File: config.mk
export PLATFORM = sky130hd
export DESIGN_NAME = alu_sequencer
export DESIGN_NICKNAME = d
export VERILOG_FILES = /design/src/rtl/alu_sequencer.sv
export SDC_FILE = /design/constraint.sdc
export NUM_CORES = 1
export LEC_CHECK = 0
export ABC_AREA = 1
export CAP_MARGIN = 20
export CORE_MARGIN = 4
export CORE_UTILIZATION = 57
export DETAILED_ROUTE_END_ITERATION = 16
export PLACE_DENSITY = 0.86
export SETUP_SLACK_MARGIN = 0.02
export SLEW_MARGIN = 20
export SYNTH_ARGS = -nofsm -noshare
export SYNTH_HDL_FRONTEND = slang
export SYNTH_SLANG_ARGS = --single-unit
File: constraint.sdc
create_clock -name clk -period 3.3 [get_ports clk]
set_input_delay 0.33 -clock clk [delete_from_list [all_inputs] [get_ports clk]]
set_output_delay 0.33 -clock clk [all_outputs]
set_load 0.02 [all_outputs]
File: src/rtl/alu_sequencer.sv
// Issue-side controller for the 8-bit ALU: decodes 16-bit instruction words, strobes the ALU,
// writes results back into a 4x8 register file. Define ALU_SEQ_LDI_EN to make op 101 a load-immediate.
module alu_sequencer #(
  parameter logic [7:0] REG_RESET = 8'h00
) (
  input  logic        clk,
  input  logic        rst_n,
  input  logic        instr_valid,
  output logic        instr_ready,
  input  logic [15:0] instr,
  output logic [7:0]  alu_a,
  output logic [7:0]  alu_b,
  output logic [7:0]  alu_imm,
  output logic [2:0]  alu_control,
  output logic        alu_execute,
  input  logic [7:0]  alu_out,
  input  logic        alu_zf,
  input  logic        alu_cf,
  output logic        zf,
  output logic        cf,
  output logic        done_valid,
  output logic [7:0]  done_data,
  output logic        illegal,
  input  logic [1:0]  dbg_sel,
  output logic [7:0]  dbg_data
);

  localparam logic [2:0] OP_LDI = 3'b101;
  localparam logic [2:0] OP_CMP = 3'b111;

  typedef enum logic [1:0] {IDLE, EXEC, WB, LDI} state_t;

  state_t      state_q, state_d;
  logic        accept;
  logic [2:0]  op_q;
  logic        wb_q;
  logic [1:0]  rd_q;
  logic [7:0]  imm_q;
  logic [7:0]  regs [4];

  always_ff @(posedge clk or negedge rst_n) begin
    if (!rst_n) state_q <= IDLE;
    else        state_q <= state_d;
  end

  always_comb begin
    state_d = state_q;
    accept  = 1'b0;
    case (state_q)
      IDLE: begin
        if (instr_valid && instr_ready) begin
          accept  = 1'b1;
          state_d = (instr[15:13] == OP_LDI) ? LDI : EXEC;
        end
      end
      EXEC:    state_d = WB;
      WB:      state_d = IDLE;
      LDI:     state_d = IDLE;
      default: state_d = IDLE;
    endcase
  end

  // instr_ready tracks the state being entered, so it is low only while an instruction is in flight
  always_ff @(posedge clk or negedge rst_n) begin
    if (!rst_n) begin
      instr_ready <= 1'b0;
      alu_a       <= '0;
      alu_b       <= '0;
      alu_imm     <= '0;
      alu_control <= '0;
      alu_execute <= 1'b0;
      zf          <= 1'b0;
      cf          <= 1'b0;
      done_valid  <= 1'b0;
      done_data   <= '0;
      illegal     <= 1'b0;
      op_q        <= '0;
      wb_q        <= 1'b0;
      rd_q        <= '0;
      imm_q       <= '0;
      for (int unsigned i = 0; i < 4; i++) regs[i] <= REG_RESET;
    end else begin
      instr_ready <= (state_d == IDLE);
      alu_execute <= 1'b0;
      done_valid  <= 1'b0;
      if (accept) begin
        op_q  <= instr[15:13];
        wb_q  <= instr[12];
        rd_q  <= instr[11:10];
        imm_q <= instr[7:0];
        if (instr[15:13] != OP_LDI) begin
          alu_a       <= regs[instr[11:10]];
          alu_b       <= regs[instr[9:8]];
          alu_imm     <= instr[7:0];
          alu_control <= instr[15:13];
          alu_execute <= 1'b1;
        end
      end
      if (state_q == WB) begin
        if (wb_q) regs[rd_q] <= alu_out;
        if (op_q == OP_CMP) begin
          zf <= alu_zf;
          cf <= alu_cf;
        end
        done_valid <= 1'b1;
        done_data  <= alu_out;
        illegal    <= 1'b0;
      end
      if (state_q == LDI) begin
        done_valid <= 1'b1;
        done_data  <= imm_q;
`ifdef ALU_SEQ_LDI_EN
        regs[rd_q] <= imm_q;
        illegal    <= 1'b0;
`else
        illegal    <= 1'b1;
`endif
      end
    end
  end

  assign dbg_data = regs[dbg_sel];

endmodule

Yosys cells after proc, flatten, opt, wreduce, memory -nomap -nowiden
Index checks and enable logic that the tools add are counted.
{"block": "word_totals", "output_inout_bits": 49, "register_bits": 89}
{"block": "op_classes", "reduce_logical": 9, "muxes": 25, "eq_ne": 6, "n_bitwise": 4, "magnitude_cmp": 5}
{"operator": "2-to-1 mux 8 bit", "n": 9}
{"operator": "binary-select mux 8 bit (select 2 bit)", "n": 3}
{"operator": "bitwise mux 32 bit", "n": 1}
{"operator": "demux 8 bit (select 2 bit)", "n": 1}
{"operator": "greater-or-equal comparator 3 bit, second input constant", "n": 4}
{"operator": "inverter 2 -> 3 bit", "n": 4}
{"operator": "2-to-1 mux 1 bit", "n": 8}
{"operator": "equality test 3 bit, second input constant", "n": 2}
{"operator": "one-hot mux 2 bit (3 select lines)", "n": 1}
{"operator": "AND reduction 2 bit", "n": 3}
{"operator": "equality test 2 bit, second input constant", "n": 2}
{"operator": "logical NOT 2 bit", "n": 2}
{"operator": "2-to-1 mux 2 bit", "n": 2}
{"operator": "less-than comparator 3 x 1 -> 1 bit, second input constant", "n": 1}
{"operator": "!= test 3 bit, second input constant", "n": 1}
{"operator": "equality test 2 x 1 -> 1 bit, second input constant", "n": 1}
{"operator": "logical AND 1 bit", "n": 2}
{"operator": "nonzero test 2 bit", "n": 1}
{"operator": "OR reduction 2 bit", "n": 1}

Logic depth before layout (Yosys ltp)
Gate-level depths: netlist (run 1).
{"block": "logic_depth", "depth_word": 6, "mapped_depth": 8, "depth_no_buf": 7}

Worst setup path after synthesis (run 1)
OpenSTA, ideal clock, no wires.
{"block": "synth_path", "kind": "input to output", "startpoint": "in dbg_sel[1]", "endpoint": "out dbg_data[7]", "path_slack_ps": 1966, "t_required_ps": 2970, "arrival_ps": 1004, "n_path_buf": 2, "path_stages": 4, "cell_sequence": "clkbuf_1 -> buf_2 -> o211ai_1 -> nand2_1"}
{"block": "synth_between", "elab_chain_len": 4}
{"item": "start, declared", "line": "24", "source": "input logic [1:0] dbg_sel,"}
{"item": "inverter 2 -> 3 bit (not written as such)", "line": "122", "source": "assign dbg_data = regs[dbg_sel];"}
{"item": "binary-select mux 8 bit (select 2 bit)", "line": "122"}
{"item": "2-to-1 mux 8 bit (not written as such) (2 in a row)", "line": "122"}
{"item": "end, declared", "line": "25", "source": "output logic [7:0] dbg_data"}
No other way between the ends. The select of a mux whose other input is x is not followed.

Final worst setup path (run 1)
{"block": "layout_path", "startpoint": "in dbg_sel[0]", "endpoint": "out dbg_data[3]"}
Same word-level chain as after synthesis.

==> flow_metrics.tcl, run 1 <==
set metrics [dict create \
    final-setup-viol-count 0 \
    cts_resized 0 \
    finish.net_count 692 \
    diodes 0 \
    dpl_cell_area_um2 5180 \
    internal_dissipation_uw 2820 \
    drt-initial-drc-count 311 \
    critical_path.n_buffers_inverters 2 \
    finClkSkew_ps 15.9 \
    grt_max_degree 40 \
    buffers_inserted_by_post_cts_timing_repair 0 \
    rsz0062_at_grt "no" \
    firstDrtPassIters 5 \
    totalWireLength_mm 11.6 \
    setup.worst_path.start_class "input pin" \
    place.gp.congestion 0.887 \
    synth.ff_latch_count 89 \
    routed_via_density 5.34 \
    die_area_um2 9180 \
    dp_hpwl_mm 8.56 \
    switching_share 0.436 \
    ys_seq_area_frac 0.507 \
    worst-setup-path-type "input pin to primary output" \
    drv_cap 0 \
    timing.final.ws_setup_ps 607 \
    synth.largest_area_cell "sky130_fd_sc_hd__dfrtp_1" \
    clk_root_buffer_cell "sky130_fd_sc_hd__clkbuf_8" \
    yosys-top-cells-area "sky130_fd_sc_hd__dfrtp_1 (51%), sky130_fd_sc_hd__nand2_1 (29%), sky130_fd_sc_hd__nand3_1 (5.6%), sky130_fd_sc_hd__inv_1 (3.5%), sky130_fd_sc_hd__o211ai_1 (1.5%)" \
    commonest_non_fill_non_tap_cell_in_the_layout "sky130_fd_sc_hd__nand2_1" \
    finalHoldViolations 0 \
    cp.required_ps 2970 \
    syn-num-nets 622 \
    global_route_wire_length_before_repair_mm 19.5 \
    tns_ps 0 \
    timing.final.crit_period_ps 2690 \
    share_seq_of_total_power 0.395 \
    worst_path_dominant_cell_family "buffers and inverters" \
    netSwitchingPower_uw 2180 \
    grt_remaining_overflow 0 \
    std_cell_rows 31 \
    route.vias.total 4088 \
    mostFrequentLayoutCells "sky130_fd_sc_hd__nand2_1 (334), sky130_fd_sc_hd__dfrtp_1 (89), sky130_fd_sc_hd__clkdlybuf4s50_1 (78)" \
    numClockSinks 89 \
    power_frac_comb 0.457 \
    max_stage_delay_ps 870 \
    io_pins 80 \
    worst_pin_slew_ps 904 \
    yosysWarningCount 0 \
    path_clk_slew_ps 100 \
    grt_antenna_before_repair 0 \
    cts_made_buffers 9 \
    synthesis.instances 591 \
    die_height_um 95.8 \
    initial_utilization 0.596 \
    post-place-cells 748 \
    overall_track_demand_over_capacity_in_global_routing 0.276 \
    timing.final.max_slew_violations 0 \
    routedWlPerCell_um 15.1 \
    fraction_of_power_consumed_by_the_clock_network 0.148 \
    layout-drive-gt1-share 0.0571 \
    tritoncts "built" \
    floorplan.die.width_um 95.8 \
    final_cell_count_no_fill 765 \
    ir_drop_worst_vdd_mv 0.584 \
    synth_area_um2 4390 \
    holdCritPathClass "input pin to async pin" \
    grt_pass1_vias 4057 \
    synthDominantCellAreaShare 0.507 \
    htree_num_levels 3 \
    maxClockFrequency_mhz 371 \
    critical_path.most_common_cell "sky130_fd_sc_hd__clkdlybuf4s50_1" \
    buffer_ports.inserted 79 \
    power-per-cell-area_nw_per_um2 929 \
    syn_area_per_cell_um2 7.44 \
    routed_antenna_nets 0 \
    final_core_utilization 0.731 \
    netlist-cell-type-count 23 \
    static_power_due_to_leakage_uw 0.00281 \
    path_max_fanout 32 \
    detail_route.drc_violations 0 \
    design_area_um2 5390 \
    cpMaxStageDelayCell "sky130_fd_sc_hd__clkdlybuf4s50_1" \
    maximum_clock_path_buffer_count 2 \
    area_growth_pct 22.6 \
    worstSkewPairLatency_ps 370 \
    arrival_ps 2360 \
    finalCritPeriodShare 0.816 \
    cts_hold_repair.buffers 1 \
    timing.critical_path.cells "clkdlybuf4s50_1 > a21oi_1 > o21ai_0 > nand2_1 > clkdlybuf4s50_1" \
    placeableCoreArea_um2 7370 \
    dp_worst_setup_slack_ps 664 \
    outcome "finished, final reports clean" \
    cp-end-kind "primary output" \
    timing.max_slew.rel_slack 0.396 \
]
Yosys cell counts:
cell type	count
sky130_fd_sc_hd__nand3b_1	1
sky130_fd_sc_hd__clkbuf_1	6
sky130_fd_sc_hd__buf_4	1
sky130_fd_sc_hd__o21ai_0	12
sky130_fd_sc_hd__nand2_1	334
sky130_fd_sc_hd__o211ai_1	9
sky130_fd_sc_hd__clkinv_1	2
sky130_fd_sc_hd__o22ai_1	1
sky130_fd_sc_hd__buf_2	12
sky130_fd_sc_hd__inv_2	3
sky130_fd_sc_hd__nor2_4	4
sky130_fd_sc_hd__a21oi_1	8
sky130_fd_sc_hd__buf_6	5
sky130_fd_sc_hd__nor2_1	2
sky130_fd_sc_hd__nand2_2	3
sky130_fd_sc_hd__nand2_4	3
sky130_fd_sc_hd__dfrtp_1	89
sky130_fd_sc_hd__and3_1	1
sky130_fd_sc_hd__inv_1	41
sky130_fd_sc_hd__o21ai_2	1
sky130_fd_sc_hd__nor2_2	2
sky130_fd_sc_hd__nand3_1	49
sky130_fd_sc_hd__nand3_4	2
worst register-to-register path, cell delays in order, from the launching register on:
cell,delay (ps)
sky130_fd_sc_hd__dfrtp_1,470
sky130_fd_sc_hd__nor2_2,180
sky130_fd_sc_hd__nand2_4,160
sky130_fd_sc_hd__inv_2,250
sky130_fd_sc_hd__nand2_4,240
sky130_fd_sc_hd__nand2_1,140
sky130_fd_sc_hd__nand2_1,60
cell type report:
class                      instances  area, um^2
timing repair buffer              83         821
clock inverter                     6        55.1
multi-input combinational        432        1850
fill                             595        1980
inverter                          46         173
tap                               99         124
clock buffer                      10         138
sequential                        89        2230
cell families (layout without fill, tap and decap cells):
group / Yosys count / in the layout / synth area share
and+or+nand+nor: 401 / 401 / 0.379
DFF: 89 / 89 / 0.507
buffers and inverters: 70 / 145 / 0.0726
AOI/OAI and AO/OA: 31 / 31 / 0.0416
flip-flops by register name, indices dropped and copies added (netlist names), 2 cells and up:
name         flops
rd_q             2
alu_imm          8
alu_a            8
state_q          2
done_data        8
imm_q            8
alu_control      3
alu_b            8
op_q             3
regs            32
stage by stage:
| step | hold slack [ps] | power (uW) |
|---|---|---|
| finish | 467 | 5010 |
| global route | 497 | 5390 |
| CTS | 481 | 5030 |
| detailed placement | 343 | 4270 |
| global placement | 327 | 4200 |
| floorplan | 34.4 | 3330 |
per-layer routing:
metal | up-vias | GRT usage | routed length, um
met1 | 1942 | 0.342 | 4760
met2 | 158 | 0.468 | 5710
met5 | - | 0 | 0
li1 | 1961 | - | -
met4 | 0 | 0.110 | 249
met3 | 27 | 0.0602 | 831
path summary, 6_finish.rpt:
path	startpoint	end	slack (ps)	depth (start not counted)
min in group clk	regs[7]	regs[7]	480	2
worst min-delay path	rst_n	regs[30]	470	2
worst min register to register	regs[7]	regs[7]	480	2
worst max register to register	state_q[1]	alu_a[4]	1700	6
worst max-delay path	dbg_sel[0]	dbg_data[3]	610	5
max in group asynchronous	rst_n	alu_b[0]	2040	3
power by group through the flow:
stage / Sequential, uW / Clock, uW / Combinational [uW]
CTS: 1970 / 756 / 2300
detailed placement: 1980 / 0 / 2290
floorplan: 2170 / 0 / 1160
global route: 2040 / 796 / 2560
finish: 1980 / 743 / 2280
global placement: 1970 / 0 / 2230
Power figures use the tool's default switching activity.
==> inputs of run 2 (changes only) <==
Settings changed: CORE_UTILIZATION 57 to 53, PLACE_DENSITY 0.86 to 0.81.
Clock period 3.3 ns to 2.8 ns, I/O delays scaled along.
==> run 2 against run 1 <==
- the flow now finishes with violations (negative hold slack)
- first-iteration DRC count grew 5.1%
- register-to-register slack lost 470 ps
- setup slack lost 83 ps
==> flow_metrics.tcl, run 2 (same netlist as run 1, synthesis figures left out) <==
set metrics [dict create \
    worst_pin_slew_ps 796 \
    finalHoldViolations 18 \
    clk_root_buffer_cell "sky130_fd_sc_hd__clkbuf_8" \
    die_area_um2 9810 \
    ir_drop_worst_vdd_mv 0.704 \
    routed_antenna_nets 0 \
    mostFrequentLayoutCells "sky130_fd_sc_hd__nand2_1 (334), sky130_fd_sc_hd__dfrtp_1 (89), sky130_fd_sc_hd__clkdlybuf4s50_1 (78)" \
    failed_checks "negative hold slack" \
    placeableCoreArea_um2 7890 \
    timing.final.crit_period_ps 2280 \
    finClkSkew_ps 11.7 \
    layout-drive-gt1-share 0.0571 \
    finalCritPeriodShare 0.813 \
    dp_hpwl_mm 8.65 \
    commonest_non_fill_non_tap_cell_in_the_layout "sky130_fd_sc_hd__nand2_1" \
    fin_hold_ws_ps -34.5 \
    cts_resized 0 \
    firstDrtPassIters 8 \
    power_frac_comb 0.450 \
    io_pins 80 \
    grt_max_degree 90 \
    std_cell_rows 32 \
    timing.final.ws_setup_ps 524 \
    drt-initial-drc-count 327 \
    worst-setup-path-type "input pin to primary output" \
    worstSkewPairLatency_ps 370 \
    cts_hold_repair.buffers 0 \
    routed_via_density 5.38 \
    final_cell_count_no_fill 767 \
    rsz0062_at_grt "no" \
    regToRegEndpoint "alu_imm[7]" \
    netSwitchingPower_uw 2560 \
    routedWlPerCell_um 15.4 \
    overall_track_demand_over_capacity_in_global_routing 0.257 \
    cp.required_ps 2520 \
    initial_utilization 0.557 \
    power-per-cell-area_nw_per_um2 1110 \
    timing.max_slew.rel_slack 0.469 \
    regMostFlops "regs" \
    path_clk_slew_ps 90 \
    totalWireLength_mm 11.8 \
    buffer_ports.inserted 79 \
    diodes 0 \
    floorplan.die.width_um 99.1 \
    internal_dissipation_uw 3460 \
    place.gp.congestion 0.952 \
    worstRegToRegCells 5 \
    cp-end-kind "primary output" \
    final-setup-viol-count 0 \
    dp_worst_setup_slack_ps 520 \
    global_route_wire_length_before_repair_mm 20.0 \
    max_reg_flops 32 \
    drv_cap 0 \
    grt_pass1_vias 4123 \
    tritoncts "built" \
    numClockSinks 89 \
    maxClockFrequency_mhz 439 \
    tns_ps 0 \
    maximum_clock_path_buffer_count 2 \
    timing.final.max_slew_violations 0 \
    buffers_inserted_by_post_cts_timing_repair 0 \
    holdCritPathClass "input pin to async pin" \
    outcome "complete, but fails checks" \
    htree_num_levels 3 \
    critical_path.reg2reg.startpoint "state_q[1]" \
    finish.net_count 691 \
    final.fill_count 664 \
    grt_remaining_overflow 0 \
    detail_route.drc_violations 0 \
    cts_made_buffers 9 \
    area_growth_pct 23.1 \
    static_power_due_to_leakage_uw 0.00282 \
    setup.worst_path.start_class "input pin" \
    reg2reg_slack_ps 1230 \
    die_height_um 99.1 \
    arrival_ps 2000 \
    grt_antenna_before_repair 0 \
    post-place-cells 751 \
    path_max_fanout 16 \
    fraction_of_power_consumed_by_the_clock_network 0.161 \
    switching_share 0.425 \
    route.vias.total 4130 \
    share_seq_of_total_power 0.389 \
]
==> run 2: cell count changes in the layout (fill, tap and decap cells not counted) <==
cell / change
sky130_fd_sc_hd__clkinv_2: +2
sky130_fd_sc_hd__clkinv_4: +1
sky130_fd_sc_hd__buf_6: +1
sky130_fd_sc_hd__dlygate4sd3_1: -1
sky130_fd_sc_hd__bufinv_16: +2
sky130_fd_sc_hd__inv_8: -1
sky130_fd_sc_hd__clkinvlp_4: +1
sky130_fd_sc_hd__inv_6: -4
sky130_fd_sc_hd__buf_4: -1
sky130_fd_sc_hd__clkbuf_8: -1
==> run 2: area by class of cell <==
class | instances | area, um^2 | area share
repair buffers | 82 | 815 | 0.151
inverters | 46 | 173 | 0.0319
well taps | 102 | 128 | 0.0236
clock inverters | 7 | 95.1 | 0.0176
flip-flops and latches | 89 | 2230 | 0.412
clock buffers | 9 | 124 | 0.0229
multi-input cells | 432 | 1850 | 0.342
==> run 2: worst max-delay path by stage <==
stage | startpoint | endpoint | slack, ps | cells after the start
2_1_floorplan | dbg_sel[1] | dbg_data[7] | 1570 | 4
3_3_place_gp | dbg_sel[1] | dbg_data[1] | 650 | 4
3_5_place_dp | dbg_sel[1] | dbg_data[5] | 520 | 5
4_1_cts | dbg_sel[1] | dbg_data[5] | 520 | 5
5_1_grt | dbg_sel[1] | dbg_data[6] | 430 | 5
6_report | dbg_sel[1] | dbg_data[5] | 520 | 5
==> run 2: routing by layer <==
layer	vias up	share of wire	track usage
li1	1959	-	-
met1	1937	0.40	0.308
met2	195	0.49	0.439
met3	39	0.078	0.0644
met4	0	0.032	0.107
met5	-	0	0
==> run 2: power by group through the flow <==
stage | combinational [uW] | sequential (uW) | clock [uW]
floorplan | 1370 | 2560 | 0
global placement | 2610 | 2330 | 0
detailed placement | 2710 | 2340 | 0
CTS | 2720 | 2330 | 980
global route | 3010 | 2410 | 1040
finish | 2710 | 2340 | 972
==> run 2: worst max-delay path, stage by stage <==
cell and delay, ps:
sky130_fd_sc_hd__clkdlybuf4s50_1 660, sky130_fd_sc_hd__a21oi_1 250, sky130_fd_sc_hd__o21ai_0 120, sky130_fd_sc_hd__nand2_1 70, sky130_fd_sc_hd__clkdlybuf4s50_1 600
==> run 2: per-stage QoR <==
stage	power (uW)	area, um^2	utilization
after CTS	6030	5410	0.685
final	6020	5410	0.686
after detailed placement	5050	5190	0.658
after global routing	6470	5410	0.686
after floorplan	3920	4390	-
after global placement	4940	5190	0.658
